$ cat src/rtl/or_gate_arbiter_pkg.sv
// Shared types and helpers for the round-robin OR-datapath arbiter.
package or_gate_arbiter_pkg;

  typedef enum logic [1:0] {
    ST_IDLE = 2'd0,
    ST_EXEC = 2'd1,
    ST_HOLD = 2'd2
  } arb_state_t;

  // Index width for n items, never narrower than one bit.
  function automatic int unsigned id_width(input int unsigned n);
    return (n > 1) ? $clog2(n) : 1;
  endfunction

endpackage

$ cat src/rtl/or_gate.sv
// Single-bit OR cell used as the shared datapath element.
module or_gate (
  input  logic i0,
  input  logic i1,
  output logic y_c
);

  assign y_c = i0 | i1;

endmodule

$ cat src/rtl/or_gate_arbiter_rr_priority_pick.sv
// Combinational round-robin pick: first set request at index >= ptr, wrapping.
module or_gate_arbiter_rr_priority_pick
  import or_gate_arbiter_pkg::*;
#(
  parameter int unsigned NUM_REQ = 4,
  parameter int unsigned ID_W    = id_width(NUM_REQ)
) (
  input  logic [NUM_REQ-1:0] req,
  input  logic [ID_W-1:0]    ptr,
  output logic [NUM_REQ-1:0] win_c,
  output logic [ID_W-1:0]    win_id_c
);

  // Lowest set request overall is the wrap fallback; lowest at/above ptr overrides it.
  always_comb begin
    win_id_c = '0;
    win_c    = '0;
    for (int i = NUM_REQ - 1; i >= 0; i--) begin
      if (req[i]) win_id_c = ID_W'(i);
    end
    for (int i = NUM_REQ - 1; i >= 0; i--) begin
      if (req[i] && (i >= int'(ptr))) win_id_c = ID_W'(i);
    end
    if (|req) win_c[win_id_c] = 1'b1;
  end

endmodule

$ cat src/rtl/or_gate_arbiter.sv
// Round-robin arbiter sharing one registered OR datapath among NUM_REQ requesters.
// Optional HOLD timeout with ERR pulse enabled by defining OR_ARB_TIMEOUT_EN.
module or_gate_arbiter
  import or_gate_arbiter_pkg::*;
#(
  parameter int unsigned NUM_REQ = 4,
  parameter int unsigned DATA_W  = 1,
`ifdef OR_ARB_TIMEOUT_EN
  parameter int unsigned TIMEOUT = 15,
`endif
  localparam int unsigned ID_W   = id_width(NUM_REQ)
) (
  input  logic                      clk,
  input  logic                      rst_n,
  input  logic [NUM_REQ-1:0]        req,
  input  logic [NUM_REQ*DATA_W-1:0] a_in,
  input  logic [NUM_REQ*DATA_W-1:0] b_in,
  input  logic                      ack,
  output logic [NUM_REQ-1:0]        gnt,
  output logic [ID_W-1:0]           gnt_id,
  output logic                      valid,
  output logic [DATA_W-1:0]         result,
  output logic                      err
);

  arb_state_t          state;
  logic [ID_W-1:0]     ptr;
  logic [DATA_W-1:0]   op_a;
  logic [DATA_W-1:0]   op_b;
  logic [DATA_W-1:0]   or_y_c;
  logic [DATA_W-1:0]   sel_a_c;
  logic [DATA_W-1:0]   sel_b_c;
  logic [NUM_REQ-1:0]  win_c;
  logic [ID_W-1:0]     win_id_c;
  logic                to_hit_c;
  logic                release_c;

  or_gate_arbiter_rr_priority_pick #(
    .NUM_REQ (NUM_REQ),
    .ID_W    (ID_W)
  ) u_pick (
    .req      (req),
    .ptr      (ptr),
    .win_c    (win_c),
    .win_id_c (win_id_c)
  );

  assign sel_a_c = a_in[win_id_c*DATA_W +: DATA_W];
  assign sel_b_c = b_in[win_id_c*DATA_W +: DATA_W];

  for (genvar g = 0; g < DATA_W; g++) begin : g_or
    or_gate u_or (
      .i0  (op_a[g]),
      .i1  (op_b[g]),
      .y_c (or_y_c[g])
    );
  end

  // ACK wins over a simultaneous timeout; both release the grant the same way.
  assign release_c = (state == ST_HOLD) && (ack || to_hit_c);

`ifdef OR_ARB_TIMEOUT_EN
  localparam int unsigned CNT_W = id_width(TIMEOUT);

  logic [CNT_W-1:0] hold_cnt;

  assign to_hit_c = (32'(hold_cnt) == (TIMEOUT - 1));

  // Counts HOLD cycles; zero on every HOLD entry.
  always_ff @(posedge clk or negedge rst_n) begin
    if (!rst_n) begin
      hold_cnt <= '0;
      err      <= 1'b0;
    end else begin
      err <= (state == ST_HOLD) && !ack && to_hit_c;
      if (state != ST_HOLD)  hold_cnt <= '0;
      else if (!to_hit_c)    hold_cnt <= hold_cnt + CNT_W'(1);
    end
  end
`else
  assign to_hit_c = 1'b0;
  assign err      = 1'b0;
`endif

  always_ff @(posedge clk or negedge rst_n) begin
    if (!rst_n) begin
      state  <= ST_IDLE;
      ptr    <= '0;
      gnt    <= '0;
      gnt_id <= '0;
      valid  <= 1'b0;
      result <= '0;
      op_a   <= '0;
      op_b   <= '0;
    end else begin
      case (state)
        ST_IDLE: begin
          if (|req) begin
            gnt    <= win_c;
            gnt_id <= win_id_c;
            op_a   <= sel_a_c;
            op_b   <= sel_b_c;
            state  <= ST_EXEC;
          end
        end
        ST_EXEC: begin
          result <= or_y_c;
          valid  <= 1'b1;
          state  <= ST_HOLD;
        end
        ST_HOLD: begin
          if (release_c) begin
            valid <= 1'b0;
            gnt   <= '0;
            ptr   <= (32'(gnt_id) == (NUM_REQ - 1)) ? '0 : gnt_id + ID_W'(1);
            state <= ST_IDLE;
          end
        end
        default: state <= ST_IDLE;
      endcase
    end
  end

endmodule
$ cat config.mk
export PLATFORM = sky130hd
export DESIGN_NAME = or_gate_arbiter
export DESIGN_NICKNAME = d
export VERILOG_FILES = /design/src/rtl/or_gate_arbiter_pkg.sv /design/src/rtl/or_gate.sv /design/src/rtl/or_gate_arbiter_rr_priority_pick.sv /design/src/rtl/or_gate_arbiter.sv
export SDC_FILE = /design/constraint.sdc
export NUM_CORES = 1
export LEC_CHECK = 0
export BUFFER_PORTS_ARGS = -buffer_cell sky130_fd_sc_hd__buf_2
export CORE_MARGIN = 2
export CORE_UTILIZATION = 52
export CTS_BUF_LIST = sky130_fd_sc_hd__clkbuf_4 sky130_fd_sc_hd__clkbuf_8
export DETAILED_ROUTE_END_ITERATION = 7
export MAX_ROUTING_LAYER = met4
export PLACE_DENSITY = 0.9
export SYNTH_ARGS = -nofsm -noshare
export SYNTH_HDL_FRONTEND = slang
export SYNTH_HIERARCHICAL = 1
export SYNTH_SLANG_ARGS = --single-unit
export TNS_END_PERCENT = 10
$ cat constraint.sdc
create_clock -name clk -period 2.4 [get_ports clk]
set_clock_uncertainty 0.1 [all_clocks]
set_input_delay 0.72 -clock clk [delete_from_list [all_inputs] [get_ports clk]]
set_output_delay 0.72 -clock clk [all_outputs]
set_load 0.005 [all_outputs]
==> flow_summary.ini, run 1 <==
[floorplan]
die_y_um = 43.6
ios = 24
coreArea_sq_um = 1490
rows = 14
initial_core_util_pct = 54.9
die_area_sq_um = 1900
die_w_um = 43.6

[grt]
grt_max_degree = 15
grtUsageMet3_pct = 7.92
grt_util_met1_pct = 24.8
grt_busiest_layer = met2
met2_usage_pct = 32.9
grt_pass1_wl_um = 2830
overflow = 0
grt_pass1_vias = 666
grt_usage_pct = 21.6
antenna_found_initial = 0

[timing]
rsz0062_at_grt = no
min_period_over_period_pct = 87.8
hold_viol = 0
tns_ns = 0
max_freq_mhz = 475
slew_violations = 0
post-route-min-period_ns = 2.11
setup_viol = 0
fin_hold_ws_ns = 0.208

[route]
drt-initial-drc-count = 10
vias_per_cell = 5.57
ant_nets = 0
wire_per_inst_um = 13.4
drt_drc_violations_left = 0
num_vias = 679
routed_wl_um = 1640
drt_pre_antenna_iters = 6

[yosys]
avgSynthCellArea_sq_um = 10.8
netlist_area_sq_um = 817
synth_top_area_share_pct = 42.9
synth_mux_area_share_pct = 18.7
synth-xor-area-share_pct = 0
yosysWarningCount = 6
ys_types = 31
synth_top_family_by_area = multiplexers
ys_seq_area_share_pct = 42.9
synth_fa_ha_area_share_pct = 1.53
synthFlopType = dfrtp_1
syn_nets = 92
synth.area.top_cells = dfrtp_1 (43%), mux2_2 (8.3%), mux4_2 (5.5%)
synth_compound_area_share_pct = 17.5
synth_edf_count = 0
async_reset_ff_share_pct = 100
netlist_instances = 76
ys_ff_latch = 14
yosysTopAreaCell = dfrtp_1
yosys.area_share.simple_pct = 14.4

[layout]
fin_cells = 122
diodes = 0
postLayoutCellArea_sq_um = 1010
syn_to_final_growth_pct = 24.0
final_nets = 123
drive_above_1_share_pct = 43.4

[placed_design]
dp_cells = 118
placed_area_sq_um = 977
place.detailed.hpwl_um = 1290
io_buffer_count = 22
place_congestion = 0.916

[flow_run]
cap_violations = 0

[power_and_ir_drop]
leakagePower_nw = 0.504
power.total_mw = 1.16
ir_drop_mv = 0.638
pwr_density_cell_nw_per_um2 = 1140

[critical_path]
rr_startpoint = ptr[1]
cp_max_fo = 9
start_kind = flop
crit_arrival_ns = 2.18
regToRegSetupSlack_ns = 0.29
crit_start = ptr[1]
crit_type = reg2reg
cp.required_ns = 2.47
regToRegEndpoint = op_b
end_kind = flop
r2r_cells = 5
critPathCapture = op_b

[run_status]
outcome = finished, final reports clean

[worst_hold_path]
hp-class = in2async

[clock_network]
clock_path_buffers = 2
cts_hold_buf = 0
numCtsBuffers = 3
tritoncts = done
root_buffer = clkbuf_4
h-tree-depth = 1
clkTransAtPathRegs_ns = 0.09
clkSinkCount = 14
post-cts-setup-buffers = 0
post_cts_resized = 0
clk-insertion-delay-late_ns = 0.29
## worst max-delay path: stages, from the launching register on
cell     delay, ns
dfrtp_1       0.50
inv_2         0.11
and3_4        0.17
nor3_2        0.28
mux4_2        0.54
mux2_2        0.28
## report_power, final
part           internal (mW)  switching [mW]
Sequential             0.347          0.0954
Combinational          0.298           0.243
Clock                 0.0925          0.0806
Total                  0.738           0.419
## cells by family after synthesis
logic type | count (synthesis)
muxes | 12
and+or+nand+nor | 21
adders and majority gates | 1
AOI/OAI and AO/OA | 18
buffers and inverters | 9
other | 1
DFF | 14
## metrics by stage
stage          setup WS [ns]  utilization, %
6_report               0.293            68.1
3_5_place_dp          0.0142            65.6
4_1_cts                0.261            68.1
2_1_floorplan          0.247               -
3_3_place_gp          0.0750            65.6
5_1_grt                0.169            68.1
## state kept, by name, indices dropped and copies added, names as in the netlist
name	flops
state	2
gnt	4
result	1
gnt_id	2
op_a	1
ptr	2
valid	1
op_b	1
## cell usage after synthesis (2+ instances only)
cell type   n
nand2b_1    3
mux2i_1     4
inv_1       7
nand2_1     6
dfrtp_1    14
o21ai_0     2
a21oi_1     8
mux2_2      6
nor2_1      3
mux4_2      2
## worst min path at each step
stage / from / endpoint / slack, ns / depth (start not counted)
floorplan: rst_n / gnt[0] / 0.32 / 0
global placement: op_a / op_a / 0.38 / 1
detailed placement: op_a / op_a / 0.39 / 1
CTS: rst_n / gnt[3] / 0.21 / 1
global route: rst_n / valid / 0.23 / 1
finish: rst_n / state[1] / 0.21 / 1
## layout make-up
| cell class | instances | area, sq um |
|---|---|---|
| Inverter | 8 | 30.0 |
| Fill cell | 112 | 475 |
| Timing Repair Buffer | 27 | 148 |
| Tap cell | 16 | 20.0 |
| Multi-Input combinational cell | 53 | 429 |
| Sequential cell | 14 | 350 |
| Clock buffer | 4 | 36.3 |
## cells in the final DEF (no fill, tap or decap), types with 2 or more instances in the layout
cell type  synthesis  routed
nand2b_1           3       3
dfrtp_1           14      14
clkbuf_4           0       3
nand2_1            6       6
mux4_2             2       2
buf_2              0      22
a21oi_1            8       8
buf_4              1       5
inv_1              7       7
mux2_2             6       6
nor2_1             3       3
mux2i_1            4       4
o21ai_0            2       2
## routing by layer
layer | wire length, um | vias up
met5 | 0 | -
met4 | 18 | 0
met3 | 111 | 2
met2 | 834 | 26
met1 | 675 | 317
li1 | - | 334
(Power assumes the default switching activity.)
==> run 2, diff against run 1 <==
- BUFFER_PORTS_ARGS: -buffer_cell sky130_fd_sc_hd__buf_2 -> unset
- CORE_UTILIZATION: 52 -> 59
- DONT_BUFFER_PORTS: unset -> 1
- PLACE_DENSITY: 0.9 -> 0.85
==> run 2 against run 1 <==
Effect of this change: setup slack better by 0.023 ns; sequential power is 3% higher; final cell count is 22% lower; clock power is 2% lower; combinational power is 17% lower; via count is 11% lower; register-to-register slack better by 0.02 ns.
==> flow_summary.ini, run 2 (synthesis results as in run 1) <==
[run_status]
outcome = finished, final reports clean

[grt]
antenna_found_initial = 0
grt_pass1_wl_um = 2250
overflow = 0
grt_usage_pct = 22.3
grt_pass1_vias = 531
grt_max_degree = 15

[layout]
final_cell_mix = dfrtp_1 (14), a21oi_1 (8), inv_1 (7)
largest_reg_flops = 4
layout_commonest_cell = dfrtp_1
regMostFlops = gnt
drive_above_1_share_pct = 25.0
fin_cells = 95
final_nets = 97
syn_to_final_growth_pct = 6.74
diodes = 0

[timing]
post-route-min-period_ns = 2.08
slew_violations = 0
slew_headroom_pct = 63.1
min_period_over_period_pct = 86.8
rsz0062_at_grt = no
setup_viol = 0
tightest_slew_ns = 0.552
hold_viol = 0
tns_ns = 0
max_freq_mhz = 480

[route]
vias_per_cell = 6.35
drt-initial-drc-count = 15
drt_pre_antenna_iters = 4
ant_nets = 0
wire_per_inst_um = 14.8
drt_drc_violations_left = 0
routed_wl_um = 1410
num_vias = 603

[critical_path]
crit_type = reg2reg
end_kind = flop
start_kind = flop
regToRegSetupSlack_ns = 0.32
crit_arrival_ns = 2.16
cp_max_fo = 9
cp.required_ns = 2.47

[clock_network]
root_buffer = clkbuf_4
clkSinkCount = 14
clk-insertion-delay-late_ns = 0.28
clock_path_buffers = 2
h-tree-depth = 1
cts_hold_buf = 0
numCtsBuffers = 3
post-cts-setup-buffers = 0
post_cts_resized = 0
clkTransAtPathRegs_ns = 0.08
tritoncts = done

[power_and_ir_drop]
ir_drop_mv = 0.629
leakagePower_nw = 0.395
pwr_density_cell_nw_per_um2 = 1230

[floorplan]
die_w_um = 41.2
coreArea_sq_um = 1300
die_area_sq_um = 1700
rows = 13
die_y_um = 41.2
initial_core_util_pct = 62.8
ios = 24

[flow_run]
cap_violations = 0

[placed_design]
io_buffer_count = 0
place.detailed.hpwl_um = 1070
place_congestion = 0.927
dp_cells = 91

[worst_hold_path]
hp-class = in2async
run 2: cell types whose count changed in the layout (fill, tap and decap cells not counted):
cell and change:
buf_2 -22, buf_4 -4
run 2: layout make-up:
cell class	instances	area, sq um
Inverter	8	30.0
Sequential cell	14	350
Tap cell	15	18.8
Multi-Input combinational cell	53	429
Fill cell	101	429
Clock buffer	4	36.3
Timing Repair Buffer	1	7.51
run 2: metal layers:
| metal | routed length [um] | global-route usage [%] | share of wire (%) | vias up |
|---|---|---|---|---|
| li1 | - | - | - | 280 |
| met1 | 613 | 26.3 | 44 | 288 |
| met2 | 650 | 33.2 | 46 | 30 |
| met3 | 109 | 7.61 | 7.7 | 5 |
| met4 | 35 | 12.1 | 2.5 | 0 |
| met5 | 0 | - | 0 | - |
run 2: path summary, 6_finish.rpt:
kind	start	end	depth (start not counted)
max in group asynchronous	rst_n	gnt_id[1]	0
min reg2reg	op_b	op_b	1
max reg2reg	ptr[1]	op_b	5
min in group clk	op_b	op_b	1
min	rst_n	gnt[2]	0
max	ptr[1]	op_b	5
run 2: worst max-delay path, stage by stage (launching register included):
cell	delay, ns
dfrtp_1	0.49
inv_2	0.10
and3_4	0.17
nor3_2	0.29
mux4_2	0.54
mux2_2	0.27
run 2: per-stage QoR:
step | worst slack, ns | hold WS, ns | total power, mW | util, % | instance area [sq um]
6_report | 0.317 | 0.0217 | 1.07 | 67.0 | 872
5_1_grt | 0.206 | 0.00147 | 1.17 | 67.0 | 872
4_1_cts | 0.318 | 0.0124 | 1.08 | 67.0 | 872
3_5_place_dp | 0.176 | 0.325 | 0.911 | 64.2 | 836
3_3_place_gp | 0.200 | 0.325 | 0.893 | 64.2 | 836
2_1_floorplan | 0.247 | 0.324 | 0.812 | - | 817
run 2: report_power, final:
| part | switching (mW) | internal, mW |
|---|---|---|
| Combinational | 0.198 | 0.251 |
| Sequential | 0.109 | 0.348 |
| Clock | 0.0762 | 0.0924 |
| Total | 0.384 | 0.691 |
